--- src/rtl/time_set_encoder_if.sv ---
// Digit-entry handshake and published-time bus for time_set_encoder.
// The keypad side uses the master modport; the encoder uses slave.
interface time_set_encoder_if;
  logic       digit_valid;
  logic [3:0] digit;
  logic       backspace;
  logic       cancel;
  logic       busy;
  logic [2:0] digit_index;
  logic       reject;
  logic       load;
  logic [4:0] out_hrs;
  logic [5:0] out_min;
  logic [5:0] out_sec;

  modport master (
    output digit_valid, digit, backspace, cancel,
    input  busy, digit_index, reject, load, out_hrs, out_min, out_sec
  );

  modport slave (
    input  digit_valid, digit, backspace, cancel,
    output busy, digit_index, reject, load, out_hrs, out_min, out_sec
  );
endinterface

--- src/rtl/time_set_encoder.sv ---
// Sequential BCD time entry (HT HO MT MO [ST SO]) to binary hours/minutes/seconds.
// Define SECONDS_ENTRY_EN for six-digit entry with seconds; default is four digits, out_sec tied to 0.
module time_set_encoder #(
  parameter int unsigned TIMEOUT_CYCLES = 500000000
) (
  input logic               clk,
  input logic               reset,
  time_set_encoder_if.slave bus
);

`ifdef SECONDS_ENTRY_EN
  localparam logic [2:0] LAST_IDX = 3'd5;
`else
  localparam logic [2:0] LAST_IDX = 3'd3;
`endif
  localparam logic [31:0] TIMEOUT_LAST = 32'(TIMEOUT_CYCLES - 1);

  typedef enum logic [1:0] {IDLE, ENTRY, COMMIT} state_t;

  state_t      r_state;
  logic [2:0]  r_index;
  logic [31:0] r_idle_cnt;
  logic        r_reject;
  logic        r_load;
  logic [1:0]  r_ht;
  logic [3:0]  r_ho;
  logic [2:0]  r_mt;
  logic [4:0]  r_hrs;
  logic [5:0]  r_min;
`ifdef SECONDS_ENTRY_EN
  logic [3:0]  r_mo;
  logic [2:0]  r_st;
  logic [5:0]  r_sec;
`endif

  logic       w_digit_ok;
  logic       w_cancel;
  logic       w_bksp;
  logic       w_offer;
  logic       w_accept;
  logic       w_refuse;
  logic       w_store;
  logic [4:0] w_hrs;
  logic [5:0] w_min;
`ifdef SECONDS_ENTRY_EN
  logic [5:0] w_sec;
`endif

  // Cancel beats backspace beats a digit offer; losers are simply dropped.
  assign w_cancel = bus.cancel;
  assign w_bksp   = bus.backspace & ~bus.cancel;
  assign w_offer  = bus.digit_valid & ~bus.backspace & ~bus.cancel;
  assign w_accept = w_offer & w_digit_ok;
  assign w_refuse = w_offer & ~w_digit_ok;
  assign w_store  = w_accept & (r_state != COMMIT);

  always_comb begin
    w_digit_ok = 1'b0;
    case (r_index)
      3'd0:    w_digit_ok = (bus.digit <= 4'd2);
      3'd1:    w_digit_ok = (r_ht == 2'd2) ? (bus.digit <= 4'd3) : (bus.digit <= 4'd9);
      3'd2:    w_digit_ok = (bus.digit <= 4'd5);
      3'd3:    w_digit_ok = (bus.digit <= 4'd9);
`ifdef SECONDS_ENTRY_EN
      3'd4:    w_digit_ok = (bus.digit <= 4'd5);
      3'd5:    w_digit_ok = (bus.digit <= 4'd9);
`endif
      default: w_digit_ok = 1'b0;
    endcase
  end

  // The final digit is folded in straight from the bus, so outputs land on the edge that raises load.
  assign w_hrs = ({3'b000, r_ht} << 3) + ({3'b000, r_ht} << 1) + {1'b0, r_ho};
`ifdef SECONDS_ENTRY_EN
  assign w_min = ({3'b000, r_mt} << 3) + ({3'b000, r_mt} << 1) + {2'b00, r_mo};
  assign w_sec = ({3'b000, r_st} << 3) + ({3'b000, r_st} << 1) + {2'b00, bus.digit};
`else
  assign w_min = ({3'b000, r_mt} << 3) + ({3'b000, r_mt} << 1) + {2'b00, bus.digit};
`endif

  always_ff @(posedge clk) begin
    if (reset) begin
      r_state    <= IDLE;
      r_index    <= 3'd0;
      r_idle_cnt <= 32'd0;
      r_reject   <= 1'b0;
      r_load     <= 1'b0;
      r_ht       <= 2'd0;
      r_ho       <= 4'd0;
      r_mt       <= 3'd0;
      r_hrs      <= 5'd0;
      r_min      <= 6'd0;
`ifdef SECONDS_ENTRY_EN
      r_mo       <= 4'd0;
      r_st       <= 3'd0;
      r_sec      <= 6'd0;
`endif
    end else begin
      r_reject <= 1'b0;
      r_load   <= 1'b0;

      if (w_store) begin
        case (r_index)
          3'd0:    r_ht <= bus.digit[1:0];
          3'd1:    r_ho <= bus.digit;
          3'd2:    r_mt <= bus.digit[2:0];
`ifdef SECONDS_ENTRY_EN
          3'd3:    r_mo <= bus.digit;
          3'd4:    r_st <= bus.digit[2:0];
`endif
          default: ;
        endcase
      end

      case (r_state)
        IDLE: begin
          r_index    <= 3'd0;
          r_idle_cnt <= 32'd0;
          if (w_accept) begin
            r_index <= 3'd1;
            r_state <= ENTRY;
          end else if (w_refuse) begin
            r_reject <= 1'b1;
          end
        end

        ENTRY: begin
          if (w_cancel) begin
            r_state    <= IDLE;
            r_index    <= 3'd0;
            r_idle_cnt <= 32'd0;
          end else if (w_bksp) begin
            r_idle_cnt <= 32'd0;
            r_index    <= r_index - 3'd1;
            if (r_index == 3'd1) begin
              r_state <= IDLE;
            end
          end else if (w_accept) begin
            r_idle_cnt <= 32'd0;
            if (r_index == LAST_IDX) begin
              r_state <= COMMIT;
              r_load  <= 1'b1;
              r_hrs   <= w_hrs;
              r_min   <= w_min;
`ifdef SECONDS_ENTRY_EN
              r_sec   <= w_sec;
`endif
            end else begin
              r_index <= r_index + 3'd1;
            end
          end else begin
            r_reject <= w_refuse;
            if (r_idle_cnt == TIMEOUT_LAST) begin
              r_state    <= IDLE;
              r_index    <= 3'd0;
              r_idle_cnt <= 32'd0;
            end else begin
              r_idle_cnt <= r_idle_cnt + 32'd1;
            end
          end
        end

        COMMIT: begin
          r_state <= IDLE;
          r_index <= 3'd0;
        end

        default: begin
          r_state <= IDLE;
          r_index <= 3'd0;
        end
      endcase
    end
  end

  assign bus.busy        = (r_state != IDLE);
  assign bus.digit_index = r_index;
  assign bus.reject      = r_reject;
  assign bus.load        = r_load;
  assign bus.out_hrs     = r_hrs;
  assign bus.out_min     = r_min;
`ifdef SECONDS_ENTRY_EN
  assign bus.out_sec     = r_sec;
`else
  assign bus.out_sec     = 6'd0;
`endif

endmodule
--- src/flat_wrapper.sv ---
// flat-port wrapper written by rule: the top's interface ports become plain ports
module time_set_encoder_flat 
#(
  parameter int unsigned TIMEOUT_CYCLES = 500000000
)
  (clk, reset, bus_digit_valid, bus_digit, bus_backspace, bus_cancel, bus_busy, bus_digit_index, bus_reject, bus_load, bus_out_hrs, bus_out_min, bus_out_sec);
  time_set_encoder_if bus_i ();
  input logic clk;
  input logic reset;
  input wire logic [$bits(bus_i.digit_valid)-1:0] bus_digit_valid;
  input wire logic [$bits(bus_i.digit)-1:0] bus_digit;
  input wire logic [$bits(bus_i.backspace)-1:0] bus_backspace;
  input wire logic [$bits(bus_i.cancel)-1:0] bus_cancel;
  output wire logic [$bits(bus_i.busy)-1:0] bus_busy;
  output wire logic [$bits(bus_i.digit_index)-1:0] bus_digit_index;
  output wire logic [$bits(bus_i.reject)-1:0] bus_reject;
  output wire logic [$bits(bus_i.load)-1:0] bus_load;
  output wire logic [$bits(bus_i.out_hrs)-1:0] bus_out_hrs;
  output wire logic [$bits(bus_i.out_min)-1:0] bus_out_min;
  output wire logic [$bits(bus_i.out_sec)-1:0] bus_out_sec;
  assign bus_i.digit_valid = bus_digit_valid;
  assign bus_i.digit = bus_digit;
  assign bus_i.backspace = bus_backspace;
  assign bus_i.cancel = bus_cancel;
  assign bus_busy = bus_i.busy;
  assign bus_digit_index = bus_i.digit_index;
  assign bus_reject = bus_i.reject;
  assign bus_load = bus_i.load;
  assign bus_out_hrs = bus_i.out_hrs;
  assign bus_out_min = bus_i.out_min;
  assign bus_out_sec = bus_i.out_sec;
  time_set_encoder #(.TIMEOUT_CYCLES(TIMEOUT_CYCLES)) u_core (.clk(clk), .reset(reset), .bus(bus_i));
endmodule
--- config.mk ---
export PLATFORM = sky130hd
export DESIGN_NAME = time_set_encoder_flat
export DESIGN_NICKNAME = d
export VERILOG_FILES = /design/src/rtl/time_set_encoder_if.sv /design/src/rtl/time_set_encoder.sv /design/src/flat_wrapper.sv
export SDC_FILE = /design/constraint.sdc
export NUM_CORES = 1
export LEC_CHECK = 0
export ABC_AREA = 1
export BUFFER_PORTS_ARGS = -buffer_cell sky130_fd_sc_hd__buf_2
export CAP_MARGIN = 30
export CORE_ASPECT_RATIO = 0.7
export CORE_UTILIZATION = 56
export DETAILED_ROUTE_END_ITERATION = 16
export GPL_ROUTABILITY_DRIVEN = 0
export PLACE_DENSITY = 0.86
export SLEW_MARGIN = 40
export SYNTH_ARGS = -nofsm -noshare
export SYNTH_HDL_FRONTEND = slang
export SYNTH_SLANG_ARGS = --single-unit
--- constraint.sdc ---
create_clock -name clk -period 2.2 [get_ports clk]
set_input_delay 0.33 -clock clk [delete_from_list [all_inputs] [get_ports clk]]
set_output_delay 0.33 -clock clk [all_outputs]
set_load 0.02 [all_outputs]
==> metrics.yaml <==
status: "finished, violations left"
violations: "design-rule violations"
overflow: 0
drc: 3
firstDrtPassIters: 12
core_um2: 6220
fmax_mhz: 499
drtIter0Drc: 367
die_h_um: 69.2
post_cts_buffers: 0
vias_per_cell: 5.49
cts-buffers-inserted: 9
cp_top_family: "simple AND/OR/NAND/NOR gates"
ys_seq_elements: 59
power_leakage_nw: 1.60
finalHoldViolations: 0
cts_tree: "yes"
cp-end-kind: "register"
synth_ff_type: "dfxtp_1"
synthArstFlopShare_pct: 0
antenna_found_initial: 0
grt_pass1_vias: 3281
reg2reg_from: "u_core.r_idle_cnt[0]"
max-slew-margin-rel_pct: 55.5
synthTopCellsByCount: "nand2_1 (140), nor2_1 (71), inv_1 (62)"
slowest_stage: "dfxtp_1"
setup.worst_path.start: "u_core.r_idle_cnt[0]"
routed_wl_mm: 8.92
dieArea_um2: 6790
ys_types: 36
die_x_um: 98.0
holdPathEnd: "u_core.r_idle_cnt[18]"
postCtsResizedCells: 0
cts_hold_buf: 0
multi_input_area_um2: 2120
clkTransAtPathRegs_ns: 0.07
fin_nets: 586
path_class: "register to register"
synth.avg_cell_area_um2: 6.82
grt_max_degree: 25
io-pin-count: 32
grt_use_total_pct: 27.9
dpl.hpwl_mm: 6.62
clk_latency_ns: 0.35
htreeDepth: 3
cts_buffer_depth: 2
whs_path_depth: 2
cap_violations: 0
drive_gt1_share_pct: 14.2
critPathLaunchType: "register"
io_buffers: 25
crit_top_cell: "nand2_1"
synth_edf_count: 0
row_count: 24
crit_buf_inv: 1
rsz0062_at_grt: "false"
fin_crit_ns: 2.00
finalPower_mw: 2.36
area_growth_pct: 11.6
cts-root-buf: "clkbuf_8"
nFillCells: 531
seq_area_um2: 1180
fin_crit_sh_pct: 91.1
cp.required_ns: 2.43
critPathArrivalTime_ns: 2.24
slowest_delay_ns: 0.38
synth_cells: 530
initial_core_util_pct: 58.2
cts.sinks: 59
synth.largest_area_cell: "dfxtp_1"
wl_per_cell_um: 13.9
setup_viol: 0
power.density_nw_per_um2: 585
min-delay-start: "reset"
finClkSkew_ns: 0.0127
finalMaxSlewViolations: 0
synth.cell_area_um2: 3610
netlist_top_cells_area: "dfxtp_1 (33%), nand2_1 (15%), nor2_1 (7.4%)"
antenna_cells: 0
synth_most_common_cell: "nand2_1"
finalSetupTns_ns: 0
synth_seq_area_share_pct: 32.7
r2r_cells: 10
postRouteAntennaNets: 0
vias: 3523
ff2ff_setup_slack_ns: 0.20
rr_endpoint: "u_core.r_idle_cnt[19]"
max_slew.worst_pin.slew_ns: 0.666
ir_worst_vdd_mv: 0.287
synth_top_area_share_pct: 32.7
path_cells: "ha_1, nand2_1, nor2_1, nand2_1, nor2_1, nand2_1, nand3_4, clkinv_2, nand2_1, a21oi_2"
hold_path_class: "primary input to register"
grt_pass1_wl_mm: 15.0
path_max_fanout: 13
ys_warn_count: 0
cell families after synthesis:
family / synth area share (%)
other: 0.104
AND/OR/NAND/NOR: 35.3
flip-flops: 32.7
adder cells (fa/ha/maj): 6.85
XOR/XNOR: 5.33
AO/OA/AOI/OAI: 10.2
buffers and inverters: 9.55
worst max path at each step:
stage | end | slack (ns) | cells after the start
final | u_core.r_idle_cnt[19] | 0.20 | 10
after global routing | u_core.r_ho[2] | 0.02 | 11
after CTS | u_core.bus.out_min[5] | 0.13 | 10
after detailed placement | u_core.bus.out_min[5] | 0.14 | 10
after global placement | u_core.bus.out_min[5] | 0.27 | 10
after floorplan | u_core.r_idle_cnt[18] | 0.35 | 12
placed cells by master, fill, tap and decap left out, types with 2 or more instances in the layout:
master	instances
ha_1	15
buf_4	4
nand2_2	3
clkinv_2	3
nor2_2	2
o22ai_1	5
conb_1	6
nor3_1	11
xnor2_1	3
nor4_1	2
or2_2	2
clkbuf_8	9
dfxtp_1	59
nand3_2	9
nand2_4	2
nand2_1	140
nand3_1	33
fa_1	3
o21ai_1	3
xor2_1	19
nor2_4	2
bufinv_16	3
a21oi_1	29
inv_1	62
inv_2	2
nand4_1	3
buf_2	25
o21ai_0	18
nor2_1	71
a21oi_2	8
where the power goes:
part | internal [mW] | switching (mW)
clock network | 0.749 | 0.458
logic | 0.0205 | 0.0602
registers | 1.07 | 0.00132
worst register-to-register path: stages, from the launching register on:
cell,delay [ns]
dfxtp_1,0.38
ha_1,0.18
nand2_1,0.06
nor2_1,0.17
nand2_1,0.18
nor2_1,0.14
nand2_1,0.13
nand3_4,0.17
clkinv_2,0.26
nand2_1,0.18
a21oi_2,0.06
routing by layer:
layer	share of wire [%]	wire length, um	up-vias	GRT usage [%]
met4	2.3	208	0	10.9
met3	8.4	753	28	8.27
met2	44	3920	165	43.0
li1	-	-	1726	-
met1	45	4040	1604	36.7
met5	0	0	-	0
registers in the layout, indices dropped and copies added, names as in the netlist:
register / count
u_core.bus.out_min: 6
u_core.r_ht: 2
u_core.r_idle_cnt: 32
u_core.bus.reject: 1
u_core.r_state: 2
u_core.bus.load: 1
u_core.bus.digit_index: 3
u_core.r_ho: 4
u_core.r_mt: 3
u_core.bus.out_hrs: 5
cell type report:
cell class / count / share of cell area [%]
clock inverter: 7 / 2.88
sequential: 59 / 29.3
tap: 78 / 2.42
timing repair buffer: 29 / 3.84
multi-input combinational: 395 / 52.4
inverter: 65 / 6.08
clock buffer: 9 / 3.07
through the flow:
stage               std cells  util, %  instance area (um2)  hold slack, ns  setup WS [ns]
floorplan                 535        -                 3630           0.438          0.351
global placement          626     60.9                 3790           0.432          0.270
detailed placement        626     60.9                 3790           0.436          0.140
CTS                       642     64.8                 4030           0.274          0.128
global route              642     64.9                 4040           0.286         0.0151
finish                    642     64.9                 4040           0.289          0.195
Note: power is estimated with default switching activity, not from simulation.
